<file path="config.mk">
export PLATFORM = sky130hd
export DESIGN_NAME = pc_fetch_unit
export DESIGN_NICKNAME = d
export VERILOG_FILES = /design/src/rtl/pc_fetch_unit.sv
export SDC_FILE = /design/constraint.sdc
export NUM_CORES = 1
export LEC_CHECK = 0
export BUFFER_PORTS_ARGS = -buffer_cell sky130_fd_sc_hd__buf_2
export CAP_MARGIN = 20
export CORE_MARGIN = 4
export CORE_UTILIZATION = 53
export DETAILED_ROUTE_END_ITERATION = 6
export PLACE_DENSITY = 0.91
export REMOVE_ABC_BUFFERS = 1
export SLEW_MARGIN = 40
export SYNTH_ARGS = -nofsm -noshare
export SYNTH_HDL_FRONTEND = slang
export SYNTH_SLANG_ARGS = --single-unit
</file>
<file path="constraint.sdc">
create_clock -name clk -period 10.07 [get_ports clk]
set_input_delay 0.5035 -clock clk [delete_from_list [all_inputs] [get_ports clk]]
set_output_delay 0.5035 -clock clk [all_outputs]
set_load 0.005 [all_outputs]
</file>
<file path="src/rtl/pc_fetch_unit.sv">
// PC + fetch stage: holds pc, fetches over req/ack, presents instr,
// resolves next pc from branch type, offset, jr value and latched flags.
//
// Ports:
//   clk, rst          clock, sync active-high reset
//   imem_req/addr     fetch request and address (= pc)
//   imem_ack/rdata    fetch response
//   instr/instr_valid registered instruction, valid during EXEC
//   pc/npc            current pc and pc+4 (link value)
//   exec_done         datapath done; branch inputs and flags valid
//   br_type/br_offset branch kind and signed byte offset from npc
//   jr_target         register value for JR
//   flag_we, *_flag   latch live ALU flags at exec_done
//   halt/halted       stop fetching; halted state indication
module pc_fetch_unit #(
  parameter logic [31:0] RESET_PC = 32'h0000_0000,
  parameter int          OFF_W    = 26
) (
  input  logic             clk,
  input  logic             rst,
  output logic             imem_req,
  output logic [31:0]      imem_addr,
  input  logic             imem_ack,
  input  logic [31:0]      imem_rdata,
  output logic [31:0]      instr,
  output logic             instr_valid,
  output logic [31:0]      pc,
  output logic [31:0]      npc,
  input  logic             exec_done,
  input  logic [3:0]       br_type,
  input  logic [OFF_W-1:0] br_offset,
  input  logic [31:0]      jr_target,
  input  logic             flag_we,
  input  logic             zero_flag,
  input  logic             carry_flag,
  input  logic             sign_flag,
  input  logic             overflow_flag,
  input  logic             halt,
  output logic             halted
);

  typedef enum logic [1:0] {
    IDLE,
    FETCH,
    EXEC,
    HALTED
  } state_t;

  localparam logic [3:0] BR_SEQ  = 4'd0;
  localparam logic [3:0] BR_B    = 4'd1;
  localparam logic [3:0] BR_BL   = 4'd2;
  localparam logic [3:0] BR_JR   = 4'd3;
  localparam logic [3:0] BR_BZ   = 4'd4;
  localparam logic [3:0] BR_BNZ  = 4'd5;
  localparam logic [3:0] BR_BCY  = 4'd6;
  localparam logic [3:0] BR_BNCY = 4'd7;
  localparam logic [3:0] BR_BLTZ = 4'd8;
  localparam logic [3:0] BR_BOV  = 4'd9;

  state_t      state;
  state_t      state_nxt;
  logic [3:0]  flags;
  logic        fz;
  logic        fc;
  logic        fs;
  logic        fv;
  logic [31:0] off_sext;
  logic [31:0] rel_tgt;
  logic [31:0] next_pc;
  logic        taken;

  assign {fz, fc, fs, fv} = flags;

  assign npc      = pc + 32'd4;
  assign off_sext = {{(32-OFF_W){br_offset[OFF_W-1]}}, br_offset};
  assign rel_tgt  = npc + off_sext;

  // Conditional branches see only flags latched by earlier instructions.
  always_comb begin
    taken   = 1'b0;
    next_pc = npc;
    unique case (1'b1)
      (br_type == BR_B),
      (br_type == BR_BL):   taken = 1'b1;
      (br_type == BR_BZ):   taken = fz;
      (br_type == BR_BNZ):  taken = !fz;
      (br_type == BR_BCY):  taken = fc;
      (br_type == BR_BNCY): taken = !fc;
      (br_type == BR_BLTZ): taken = fs;
      (br_type == BR_BOV):  taken = fv;
      default:              taken = 1'b0;
    endcase
    if (br_type == BR_JR) begin
      next_pc = jr_target;
    end else if (taken) begin
      next_pc = rel_tgt;
    end
    next_pc[1:0] = 2'b00;
  end

  always_comb begin
    state_nxt = state;
    unique case (state)
      IDLE:   state_nxt = FETCH;
      FETCH:  if (imem_ack) state_nxt = EXEC;
      EXEC:   if (exec_done) state_nxt = halt ? HALTED : FETCH;
      HALTED: state_nxt = HALTED;
      default: state_nxt = IDLE;
    endcase
  end

  always_ff @(posedge clk) begin
    if (rst) begin
      state <= IDLE;
      pc    <= RESET_PC;
      instr <= 32'd0;
      flags <= 4'd0;
    end else begin
      state <= state_nxt;
      if (state == FETCH && imem_ack) begin
        instr <= imem_rdata;
      end
      if (state == EXEC && exec_done) begin
        pc <= next_pc;
        if (flag_we) begin
          flags <= {zero_flag, carry_flag, sign_flag, overflow_flag};
        end
      end
    end
  end

  assign imem_req    = (state == FETCH);
  assign imem_addr   = pc;
  assign instr_valid = (state == EXEC);
  assign halted      = (state == HALTED);

endmodule
</file>
## After elaboration in Yosys (flattened, before gate mapping)

Cells that the tools add are included.

- Bits in registers: 68
- Input port bits: 104
- Output and inout port bits: 131
- Logic and storage cells: 35

- Add/sub/neg operators: 2
- Eq/ne operators: 14
- Muxes and demuxes: 7
- Reduce and logical (&&, ||, !) cells: 8

Operators with widths:

| cell | count |
|---|---|
| $mux 32 | 2 |
| $add 32x3->32 const B | 1 |
| $add 32x32->32 | 1 |
| $eq 4x3->1 const B | 4 |
| $eq 4x2->1 const B | 2 |
| $eq 4x4->1 const B | 2 |
| $pmux 2 s4 | 1 |
| $pmux 1 s7 | 1 |
| $mux 2 | 3 |
| $eq 2x2->1 const B | 2 |
| $eq 4x1->1 const B | 1 |
| $ne 2x1->1 const B | 2 |
| $reduce_and 2->1 | 2 |
| $eq 2x1->1 const B | 1 |
| $logic_and 1x1->1 | 2 |
| $logic_not 1->1 | 2 |
| $logic_not 2->1 | 1 |
| $reduce_or 2->1 | 1 |

## Longest topological paths before layout

- Depth after elaboration: 5
- Gate-level depth with buffers: 16
- Gate-level depth less buffers: 15

## Worst setup path before layout

OpenSTA, ideal clock, no wires.

- Path kind: reg2reg
- Start point: reg pc[4], in the netlist imem_addr[4]
- End point: reg pc[23], in the netlist imem_addr[23]
- Setup time: 0.114 ns
- Arrival time: 3.435 ns
- Required time: 9.956 ns
- Path slack: 6.521 ns
- Cell stages (with the launch flop): 14
- Path buffers: 1
- Cells stage by stage: dfxtp_1 and4_1 and4_1 buf_2 and3_1 xor2_1 ha_1 or3_2 o211ai_1 a211oi_1 or4_1 a211o_1 xor2_1 a21o_1

- Word-level cells in the longest chain between the ends: 4

Ends and longest elaborated chain:

| element | line | source |
|---|---|---|
| start: declaration | 27 | `output logic [31:0] pc,` |
| start signal: assignment | 124 | `pc <= next_pc;` |
| $add 32x3->32 | 74 | `assign npc = pc + 32'd4;` |
| net npc[11] | 28 | `output logic [31:0] npc,` |
| $add 32x32->32 | 76 | `assign rel_tgt = npc + off_sext;` |
| $mux 32 | 95 | `end else if (taken) begin` |
| $mux 32 | 93 | `if (br_type == BR_JR) begin` |

The timed path passes the listed nets, and every way through them passes these cells.
A chain may end at the register's enable or synchronous reset.

## Worst setup path in the final report

- Start point: reg pc[4], in the netlist imem_addr[4]
- End point: reg pc[24], in the netlist imem_addr[24]

- Word-level cells in the longest chain between the ends: 4

Ends and longest elaborated chain:

| element | line |
|---|---|
| $add 32x3->32 * | 74 |
| $add 32x32->32 | 76 |
| $mux 32 * | 95 |
| $mux 32 * | 93 |

Every way passes the cells marked *; elsewhere a longest branch is shown, timed or not.

==> results.py <==
metrics = {
    "outcome": {
        "run_status": "complete, no violations",
    },
    "grt": {
        "grt_pass1_wl_um": 26600,
        "use_met2": 0.476,
        "met1_usage": 0.338,
        "groute.usage.overall": 0.277,
        "grt_pass1_vias": 5530,
        "antenna_found_initial": 0,
        "busiest_layer": "met2",
        "grt_max_degree": 67,
        "use_met3": 0.0617,
        "grt-ovfl-total": 0,
    },
    "drt": {
        "routed-via-count": 6008,
        "ant_nets": 0,
        "drc": 0,
        "firstDrtPassIters": 6,
        "routed_wl_um": 17300,
        "avgViaCountPerCell": 5.84,
        "wl_per_cell_um": 16.8,
        "drt_iter0_drc": 376,
    },
    "sta": {
        "fmax_mhz": 246,
        "timing.final.hold_violations": 0,
        "rsz0062_at_grt": "no",
        "worst_pin_slew_ns": 0.767,
        "slew_violations": 0,
        "period_share": 0.404,
        "finalSetupViolations": 0,
        "holdWs_ns": 0.389,
        "max_slew_margin": 0.489,
        "setup_tns_ns": 0,
        "fin_crit_ns": 4.07,
        "fin_skew_ns": 0.0132,
    },
    "yosys": {
        "syn_area_sq_um": 5490,
        "synth_seq_area_share": 0.248,
        "synth_top_area_cell": "dfxtp_1",
        "yosys_warnings": 0,
        "synth_edf_count": 0,
        "syn_avg_cell_area_sq_um": 7.65,
        "asyncSetResetFlopFracSynth": 0,
        "synth.ff_latch_count": 68,
        "synthCells": 717,
        "yosys-top-cells-area": "dfxtp_1 25%, nand2_1 8.8%, ha_1 8.2%",
        "ys.flop_type": "dfxtp_1",
        "synth_top_area_frac": 0.248,
        "ys_types": 66,
    },
    "critical_path": {
        "reg2reg_to": "imem_addr[24]$_SDFFE_PP0P_",
        "cp_cell_sequence": "and4_1 > and4_1 > nand3_1 > xnor2_1 > ha_1 > a21oi_1 > o21ai_0 > a2111oi_0 > a21oi_1 > a21oi_1 > o21ai_0 > xnor2_1 > a211oi_1",
        "critPathKind": "flop to flop",
        "critical_path.startpoint_type": "flop",
        "path_buf_inv": 0,
        "cp_data_required_time_ns": 10.33,
        "cp-startpoint": "imem_addr[4]$_SDFFE_PP0P_",
        "critPathMaxStageDelay_ns": 0.50,
        "critPathCapture": "imem_addr[24]$_SDFFE_PP0P_",
        "r2r_cells": 13,
        "crit_family": "compound AO/OA/AOI/OAI gates",
        "cp_num_cells": 13,
        "end_kind": "flop",
        "worstPathArrival_ns": 4.32,
        "r2r_slack_ns": 6.00,
        "cpMostUsedCell": "a21oi_1",
        "cp_max_fo": 8,
        "r2r_start": "imem_addr[4]$_SDFFE_PP0P_",
        "worst_path_max_delay_cell": "dfxtp_1",
    },
    "cts": {
        "post_cts_resized": 0,
        "cts_sinks": 68,
        "cts-root-to-sink-buffers": 2,
        "cts_tree": "yes",
        "cts_buffers": 9,
        "hold_buffers": 0,
        "cts_max_level": 3,
        "clock_latency_ns": 0.35,
        "clkSlewWorstSetupHoldPaths_ns": 0.09,
        "cts_setup_buffers": 0,
        "root_buffer": "clkbuf_8",
    },
    "floorplanning": {
        "core_sq_um": 9910,
        "die-area_sq_um": 12000,
        "initial_core_util": 0.554,
        "die_width_um": 110,
        "row_count": 36,
        "die_h_um": 110,
        "ioPinCount": 235,
    },
    "place": {
        "portBuffers": 224,
        "gp_congestion": 0.924,
        "hpwlAfterDp_um": 13100,
    },
    "cells_and_area": {
        "antennaDiodeCount": 0,
        "final_util": 0.659,
        "nNetsFinal": 1032,
        "final_common_cell": "buf_2",
        "drive_gt1_frac": 0.289,
        "final_cell_mix": "224 x buf_2, 127 x nand2_1, 89 x a21oi_1, 68 x dfxtp_1, 42 x nor2_1",
        "areaGrowthSynthToFinish_pct": 19.0,
    },
    "power_and_ir_drop": {
        "p_total_uw": 681,
        "ir_drop_mv": 0.0904,
        "leakage_uw": 0.00322,
        "powerDensity_nw_per_um2": 104,
    },
    "hold_path": {
        "worstHoldPathType": "input pin to flop",
        "min_from": "imem_rdata[17]",
    },
    "run": {
        "maxCapViolCount": 0,
    },
}
[report_power, final]
group,switching (uW),internal [uW]
sequential,9.07,279
clock,122,118
combinational,88.5,64.8
total,219,462
[layer usage]
layer	vias up	wire, um
met5	-	0
met4	0	543
met3	50	1730
met2	320	8290
met1	2733	6730
li1	2905	-
[logic make-up (layout without fill, tap and decap cells)]
family | count (synthesis) | in the layout | share of synthesized area
xor gates and xnor gates | 48 | 48 | 0.0766
buffers and inverters | 82 | 256 | 0.100
AOI/OAI and AO/OA | 224 | 224 | 0.269
other | 1 | 6 | 0.000683
adders and majority gates | 37 | 37 | 0.0857
DFF | 68 | 68 | 0.248
muxes | 5 | 5 | 0.00912
and+or+nand+nor | 252 | 252 | 0.210
[cells in the mapped netlist (all sizes together) (2+ instances only)]
| cell type | number |
|---|---|
| nor2b | 4 |
| a211oi | 12 |
| xnor2 | 30 |
| or3 | 2 |
| a221oi | 4 |
| a31oi | 8 |
| nor2 | 42 |
| clkbuf | 31 |
| and4 | 4 |
| dfxtp | 68 |
| nand4 | 17 |
| inv | 11 |
| a21o | 22 |
| o21bai | 3 |
| nand3 | 21 |
| o41ai | 2 |
| a311oi | 3 |
| a32o | 2 |
| o31ai | 2 |
| buf | 39 |
| o22ai | 5 |
| and2 | 4 |
| and3 | 12 |
| o21ai | 29 |
| a211o | 3 |
| or4bb | 2 |
| nand3b | 4 |
| o21a | 4 |
| a21oi | 89 |
| a2111oi | 3 |
| or4 | 2 |
| ha | 36 |
| o211ai | 12 |
| mux2i | 5 |
| a22oi | 5 |
| nor3 | 7 |
| o221ai | 4 |
| o2111ai | 2 |
| xor2 | 18 |
| nand2 | 128 |
[area by class of cell]
| class | instances | area [sq um] |
|---|---|---|
| inverter | 11 | 41.3 |
| timing repair buffer | 229 | 1160 |
| tap | 133 | 166 |
| clock buffer | 9 | 124 |
| multi-input combinational | 572 | 3600 |
| fill | 903 | 3380 |
| sequential | 68 | 1360 |
| clock inverter | 7 | 81.3 |
[how the worst min path moves through the flow]
stage                                       to  slack [ns]  depth (start not counted)
finish                  instr[17]$_SDFFE_PP0P_        0.39                          3
global placement        instr[18]$_SDFFE_PP0P_        0.44                          2
CTS                 imem_addr[16]$_SDFFE_PP0P_        0.37                          3
global route            instr[28]$_SDFFE_PP0P_        0.36                          3
floorplan                flags[0]$_SDFFE_PP0P_        0.43                          2
detailed placement      instr[16]$_SDFFE_PP0P_        0.44                          2
[metrics by stage]
step,cell area (sq um),std cells,setup WS (ns)
after floorplan,5000,651,6.49
after global placement,6320,1013,6.10
after detailed placement,6330,1013,6.09
after CTS,6530,1029,6.05
after global routing,6530,1029,5.62
final,6530,1029,6.00
[sequential cells by signal, summed over array words and instances (netlist names)]
signal,flops
instr,32
imem_addr,30
flags,4
state,2
[worst reg2reg max path, delay by kind of cell, from the launching register on]
family | cells | cell delay (ns)
adders and majority gates | 1 | 0.34
AOI/OAI and AO/OA | 7 | 1.63
and+or+nand+nor | 3 | 0.94
DFF | 1 | 0.50
xor gates and xnor gates | 2 | 0.58
No activity file was read; power rests on OpenSTA's default activity.
